$ cat src/rtl/pps_led_walker.sv
`default_nettype none
// ============================================================================
// Module   : pps_led_walker
// Purpose  : Consumes the toggling 1 Hz divider output, synchronises it and
//            advances a bouncing one-hot LED pattern on every input edge
//            (rising or falling). A watchdog raises a flag when the upstream
//            divider stops toggling.
// Revision : 1.0 - initial release
// ----------------------------------------------------------------------------
// Parameters:
//   NLEDS          number of LED outputs (>= 2)
//   TIMEOUT_CYCLES clock cycles without a toggle before o_stalled (>= 2)
// Ports:
//   i_clk      in   1      system clock
//   i_reset_n  in   1      asynchronous active-low reset
//   i_pps      in   1      toggling divider output (asynchronous)
//   o_led      out  NLEDS  one-hot LED pattern, registered
//   o_step     out  1      one-cycle strobe in the cycle after an advance
//   o_stalled  out  1      watchdog flag, registered
// ============================================================================
module pps_led_walker #(
  parameter int NLEDS          = 8,
  parameter int TIMEOUT_CYCLES = 9_000_000
) (
  input  logic             i_clk,
  input  logic             i_reset_n,
  input  logic             i_pps,
  output logic [NLEDS-1:0] o_led,
  output logic             o_step,
  output logic             o_stalled
);

  localparam int            PW       = $clog2(NLEDS);
  localparam int            CW       = $clog2(TIMEOUT_CYCLES + 1);
  localparam logic [PW-1:0] POS_LAST = PW'(NLEDS - 1);
  localparam logic [PW-1:0] POS_ZERO = PW'(0);
  localparam logic [PW-1:0] POS_ONE  = PW'(1);
  localparam logic [CW-1:0] CNT_MAX  = CW'(TIMEOUT_CYCLES);
  localparam logic [CW-1:0] CNT_ZERO = CW'(0);
  localparam logic [CW-1:0] CNT_ONE  = CW'(1);
  localparam logic          DIR_UP   = 1'b0;
  localparam logic          DIR_DOWN = 1'b1;

  // Local aliases so the sequential code reads in the design's own terms.
  logic clk;
  logic rst_n;
  assign clk   = i_clk;
  assign rst_n = i_reset_n;

  // Registered state
  logic          sync1;
  logic          sync2;
  logic          prev;
  logic [1:0]    arm_cnt;
  logic          armed;
  logic [PW-1:0] pos;
  logic          dir;
  logic [CW-1:0] cnt;

  // Next-state values
  logic             step;
  logic [PW-1:0]    pos_next;
  logic             dir_next;
  logic [CW-1:0]    cnt_next;
  logic [NLEDS-1:0] led_next;

  // --------------------------------------------------------------------------
  // Next-state logic
  // --------------------------------------------------------------------------
  always_comb begin
    step     = armed & (sync2 ^ prev);
    pos_next = pos;
    dir_next = dir;
    cnt_next = cnt;
    led_next = '0;

    // Bounce at either end: the end LED is lit once per pass, not twice.
    if (step) begin
      if (dir == DIR_UP) begin
        if (pos == POS_LAST) begin
          pos_next = POS_LAST - POS_ONE;
          dir_next = DIR_DOWN;
        end else begin
          pos_next = pos + POS_ONE;
        end
      end else begin
        if (pos == POS_ZERO) begin
          pos_next = POS_ONE;
          dir_next = DIR_UP;
        end else begin
          pos_next = pos - POS_ONE;
        end
      end
    end

    // Step takes priority over saturation, so a toggle arriving exactly at
    // the timeout edge still clears the stall flag.
    if (!armed || step) begin
      cnt_next = CNT_ZERO;
    end else if (cnt != CNT_MAX) begin
      cnt_next = cnt + CNT_ONE;
    end

    for (int i = 0; i < NLEDS; i++) begin
      led_next[i] = (pos_next == PW'(i));
    end
  end

  // --------------------------------------------------------------------------
  // Registers
  // --------------------------------------------------------------------------
  always_ff @(posedge clk or negedge rst_n) begin
    if (!rst_n) begin
      sync1     <= 1'b0;
      sync2     <= 1'b0;
      prev      <= 1'b0;
      arm_cnt   <= 2'd0;
      armed     <= 1'b0;
      pos       <= POS_ZERO;
      dir       <= DIR_UP;
      cnt       <= CNT_ZERO;
      o_led     <= {{(NLEDS-1){1'b0}}, 1'b1};
      o_step    <= 1'b0;
      o_stalled <= 1'b0;
    end else begin
      sync1 <= i_pps;
      sync2 <= sync1;
      prev  <= sync2;

      // Arming waits until prev has caught up with sync2, so an input that is
      // already high at reset release never looks like an edge.
      if (!armed) begin
        if (arm_cnt == 2'd2) begin
          armed <= 1'b1;
        end else begin
          arm_cnt <= arm_cnt + 2'd1;
        end
      end

      pos       <= pos_next;
      dir       <= dir_next;
      cnt       <= cnt_next;
      o_led     <= led_next;
      o_step    <= step;
      o_stalled <= (cnt_next == CNT_MAX);
    end
  end

endmodule
`default_nettype wire
$ cat config.mk
export PLATFORM = sky130hd
export DESIGN_NAME = pps_led_walker
export DESIGN_NICKNAME = d
export VERILOG_FILES = /design/src/rtl/pps_led_walker.sv
export SDC_FILE = /design/constraint.sdc
export NUM_CORES = 1
export LEC_CHECK = 0
export CORE_MARGIN = 8
export CORE_UTILIZATION = 40
export CTS_CLUSTER_SIZE = 28
export DETAILED_ROUTE_END_ITERATION = 8
export SKIP_LAST_GASP = 1
export SLEW_MARGIN = 15
export SYNTH_ARGS = -nofsm -noshare
export SYNTH_HDL_FRONTEND = slang
export SYNTH_SLANG_ARGS = --single-unit
$ cat constraint.sdc
create_clock -name i_clk -period 4.8 [get_ports i_clk]
set_input_delay 0.48 -clock i_clk [delete_from_list [all_inputs] [get_ports i_clk]]
set_output_delay 0.48 -clock i_clk [all_outputs]
set_load 0.02 [all_outputs]
[Word level (Yosys, flattened, before mapping)]
Index checks and enable logic that the tools add are counted.
Word-level totals
  word-level logic and storage cells: 46
  RAM bits: 0
  ROM bits: 0
  input bits: 3
  bits in latches: 0
  output and inout bits: 10
  flip-flop bits (word level): 44
  memories kept: 0
Cells by class
  add/sub/neg operators: 4
  divide/modulo/power cells: 0
  eq/ne operators: 11
  reductions and logical operators: 5
  order comparisons: 0
  bitwise operators: 4
  multiply operators: 0
  shifts and indexed selects: 0
  multiplexer cells: 11
Operator list (number)
  2-to-1 mux 24 bit: 2
  adder 24 x 1 -> 24 bit, second input constant: 1
  == test 24 bit, second input constant: 1
  inequality test 24 bit, second input constant: 1
  == test 3 bit, second input constant: 5
  2-to-1 mux 3 bit: 4
  == test 3 x 2 -> 1 bit, second input constant: 2
  zero test 3 bit: 2
  2-to-1 mux 1 bit: 5
  adder 3 x 1 -> 3 bit, second input constant: 1
  == test 3 x 1 -> 1 bit, second input constant: 1
  subtractor 3 x 1 -> 3 bit, second input constant: 1
  adder 2 x 1 -> 2 bit, second input constant: 1
  == test 2 bit, second input constant: 1
  inverter 1 bit: 2
  AND reduction 2 bit: 1
  bitwise AND 1 bit: 1
  zero test 1 bit: 1
  logical OR 1 bit: 1
  bitwise XOR 1 bit: 1

[Logic depth before layout (Yosys ltp)]
  depth in word-level cells: 5
  depth in mapped cells: 9
  depth with buffers taken out: 9

[Worst setup path after synthesis]
No wires, ideal clock.
  path type: reg-to-reg
  start point: register cnt[6]
  end point: register o_stalled
  cell stages (with the launch flop): 9
  slack: 2652 ps
  data arrival time: 2052 ps
  path buffers: 2
  setup time: 96 ps
  required time: 4704 ps
  clock period less this slack: 2148 ps
  path through: dfrtp_1 -> buf_2 -> nand4_2 -> or3_1 -> buf_2 -> or4_4 -> a21oi_2 -> o2111ai_1 -> nor4_2
On the way
  word-level cells in the longest chain between the ends: 4
  elaborated cells between the ends (all ways): 5
  classes of those cells: 1 x add/sub; 2 x eq/ne; 2 x mux
RTL lines
  start, declared: RTL line 58  | logic [CW-1:0] cnt;
  start signal, assigned: RTL line 142  | cnt <= cnt_next;
  adder 24 x 1 -> 24 bit or inequality test 24 bit (tied branches): RTL line 101, 100
  2-to-1 mux 24 bit *: RTL line 100  | end else if (cnt != CNT_MAX) begin
  2-to-1 mux 24 bit *: RTL line 98  | if (!armed || step) begin
  named net cnt_next[19]: RTL line 64  | logic [CW-1:0] cnt_next;
  == test 24 bit *: RTL line 145  | o_stalled <= (cnt_next == CNT_MAX);
  end signal, assigned: RTL line 145
  end, declared: RTL line 30  | output logic o_stalled
Mark *: on every way through the listed nets, which the timed path passes. The rest lies on a longest branch.
A chain may end at the register's enable or synchronous reset.

[Worst setup path in the final report]
Same ends and word-level chain as after synthesis.

==> results.cfg <==
[synth]
synthFlopType = dfrtp_1
synth.area.top_cells = dfrtp_1 (44%), nor2_1 (6.0%), xnor2_1 (4.3%)
synth_nets = 281
synth_edf_count = 0
yosysTopAreaCell = dfrtp_1
avgSynthCellArea_um2 = 8.98
synth_async_sr_flop_share_pct = 100
synth_cell_type_count = 47
yosys.area.top_type_share_pct = 44.2
synthCells = 271
syn-cell-area_um2 = 2430
synth_seq_cells = 44
ys_seq_area_share_pct = 45.3
yosys_warnings = 0

[routing]
drt_pass1_iterations = 4
first_iter_violations = 81
drc = 0
via_per_inst = 5.28
route.vias.total = 1837
avgRoutedWirePerCell_um = 14.3
drt_wl_total_um = 4990
final_antenna_net_count = 0

[die]
die_w_um = 94
start_util_pct = 41.3
core_area_um2 = 5890
core.rowCount = 28
dieHeight_um = 94
die_area_um2 = 8840
top_level_ports = 13

[sta]
fin_crit_sh_pct = 52.3
worst_slew_pin_slew_ns = 0.967
slew_headroom_pct = 35.5
setup_tns_ns = 0
grt_setup_unrepaired = false
drv_slew = 0
whs_ns = 0.312
fin_skew_ns = 0.00855
hold_viol = 0
max_freq_ghz = 0.399
setup_slack_ns = 2.29
period_minus_slack_ns = 2.51
setup_violations = 0

[setup_path]
path_cells = nand4_2, or3_1, or4_4, a21oi_2, o2111ai_1, nor4_2
path_class = flop to flop
reg2reg_depth = 6
crit_fanout = 15
critPathArrivalTime_ns = 2.73
slowest_delay_ns = 0.62
end_kind = flop
crit_slowest_cell = or3_1
critPathLaunchType = flop
worstPathRequired_ns = 5.02

[power]
p_per_area_nw_per_um2 = 359
peakVddDrop_mv = 0.243
power.leakage_nw = 1.06

[global_route]
grt_pass1_vias = 1753
antenna_found_initial = 0
grt_max_degree = 45
grt_usage_pct = 12.0
grt_pass1_wl_um = 8510
grt_overflow = 0

[layout]
multi_input_area_um2 = 1190
nNetsFinal = 282
final_cell_mix = dfrtp_1 (43), nor2_1 (39), nand2_1 (19)
layout-drive-gt1-share_pct = 5.49
num_antenna_cells = 0
area_growth_pct = 9.10
ff_latch_area_um2 = 1100
nFillCells = 575
final_common_cell = dfrtp_1

[clocking]
htreeDepth = 2
cts_resized = 0
cts_tree = done
cts_buffers = 5
cts_root_buf = clkbuf_8
clock_latency_ns = 0.30
cts_max_path_buffers = 2
clkSlewWorstSetupHoldPaths_ns = 0.09
clkSinkCount = 44
cts_setup_buffers = 0
postCtsHoldBufs = 0

[hold_path]
hp-class = primary input to asynchronous set/reset pin

[placement]
port_buffers = 12
place.gp.congestion = 0.818
dpl.hpwl_um = 3520
post-place-ws_ns = 2.30

[flow_run]
max_cap_violations = 0

[run_status]
status = completed
logic make-up (layout without fill, tap and decap cells):
logic type,Yosys count,in the layout,synth area share (%)
buffers and inverters,36,38,5.76
XOR/XNOR,19,19,6.84
adder cells (fa/ha/maj),7,7,3.60
AO/OA/AOI/OAI,43,43,12.0
multiplexers,1,1,0.463
flip-flops,44,44,45.3
AND/OR/NAND/NOR,121,121,26.1
report_power, final:
group / leakage, nW / total, mW / switching (mW) / internal (mW)
clock: 0.0412 / 0.231 / 0.129 / 0.102
combinational: 0.443 / 0.267 / 0.159 / 0.108
sequential: 0.576 / 0.456 / 0.0349 / 0.421
sequential cells by signal (all words and copies together), names as in the netlist:
name       cells
sync1          1
dir            1
sync2          1
pos            3
o_led          8
prev           1
armed          1
arm_cnt        2
o_step         1
o_stalled      1
cnt           24
metrics by stage:
stage / util (%) / power [mW] / cells / cell area, µm²
2_1_floorplan: - / 0.634 / 271 / 2430
3_3_place_gp: 43.7 / 0.731 / 340 / 2570
3_5_place_dp: 43.7 / 0.733 / 340 / 2570
4_1_cts: 45.1 / 0.970 / 348 / 2660
5_1_grt: 45.1 / 1.02 / 348 / 2660
6_report: 45.1 / 0.953 / 348 / 2660
path summary, 6_finish.rpt:
path / start / endpoint / slack (ns)
worst max-delay path: cnt[6] / o_stalled / 2.29
min in group i_clk: sync1 / sync2 / 0.36
max in group asynchronous: i_reset_n / cnt[15] / 3.87
worst min-delay path: i_reset_n / cnt[21] / 0.31
worst min register to register: sync1 / sync2 / 0.36
worst max register to register: cnt[6] / o_stalled / 2.29
routing by layer:
layer / vias to the layer above / part of all wire (%) / track usage (%)
li1: 937 / - / -
met5: - / 0 / 0
met2: 29 / 44 / 18.6
met1: 869 / 49 / 15.5
met3: 2 / 6.2 / 4.16
met4: 0 / 0.58 / 3.70
synth_stat cells, types with 5 or more instances:
library cell / number
inv_1: 18
ha_1: 7
xnor2_1: 12
nor3_1: 7
o21ai_0: 8
nor2_1: 39
o21a_1: 5
clkbuf_1: 13
o31a_1: 5
dfrtp_1: 43
xor2_1: 7
nor4_1: 9
nand2_1: 19
and2_1: 6
nand3_1: 12
a21oi_1: 6
nand4_1: 6
critical path: cells and delay by family (launching register included):
| family | cells | cell delay (ns) |
|---|---|---|
| AND/OR/NAND/NOR | 4 | 1.61 |
| flip-flops | 1 | 0.48 |
| AO/OA/AOI/OAI | 2 | 0.34 |
area by class of cell:
class	count	share of cell area, %
Clock buffer	6	2.73
Clock inverter	2	0.471
Inverter	18	2.54
Multi-Input combinational cell	191	44.9
Sequential cell	44	41.5
Tap cell	75	3.53
Timing Repair Buffer	12	4.34
Power figures use the tool's default switching activity.
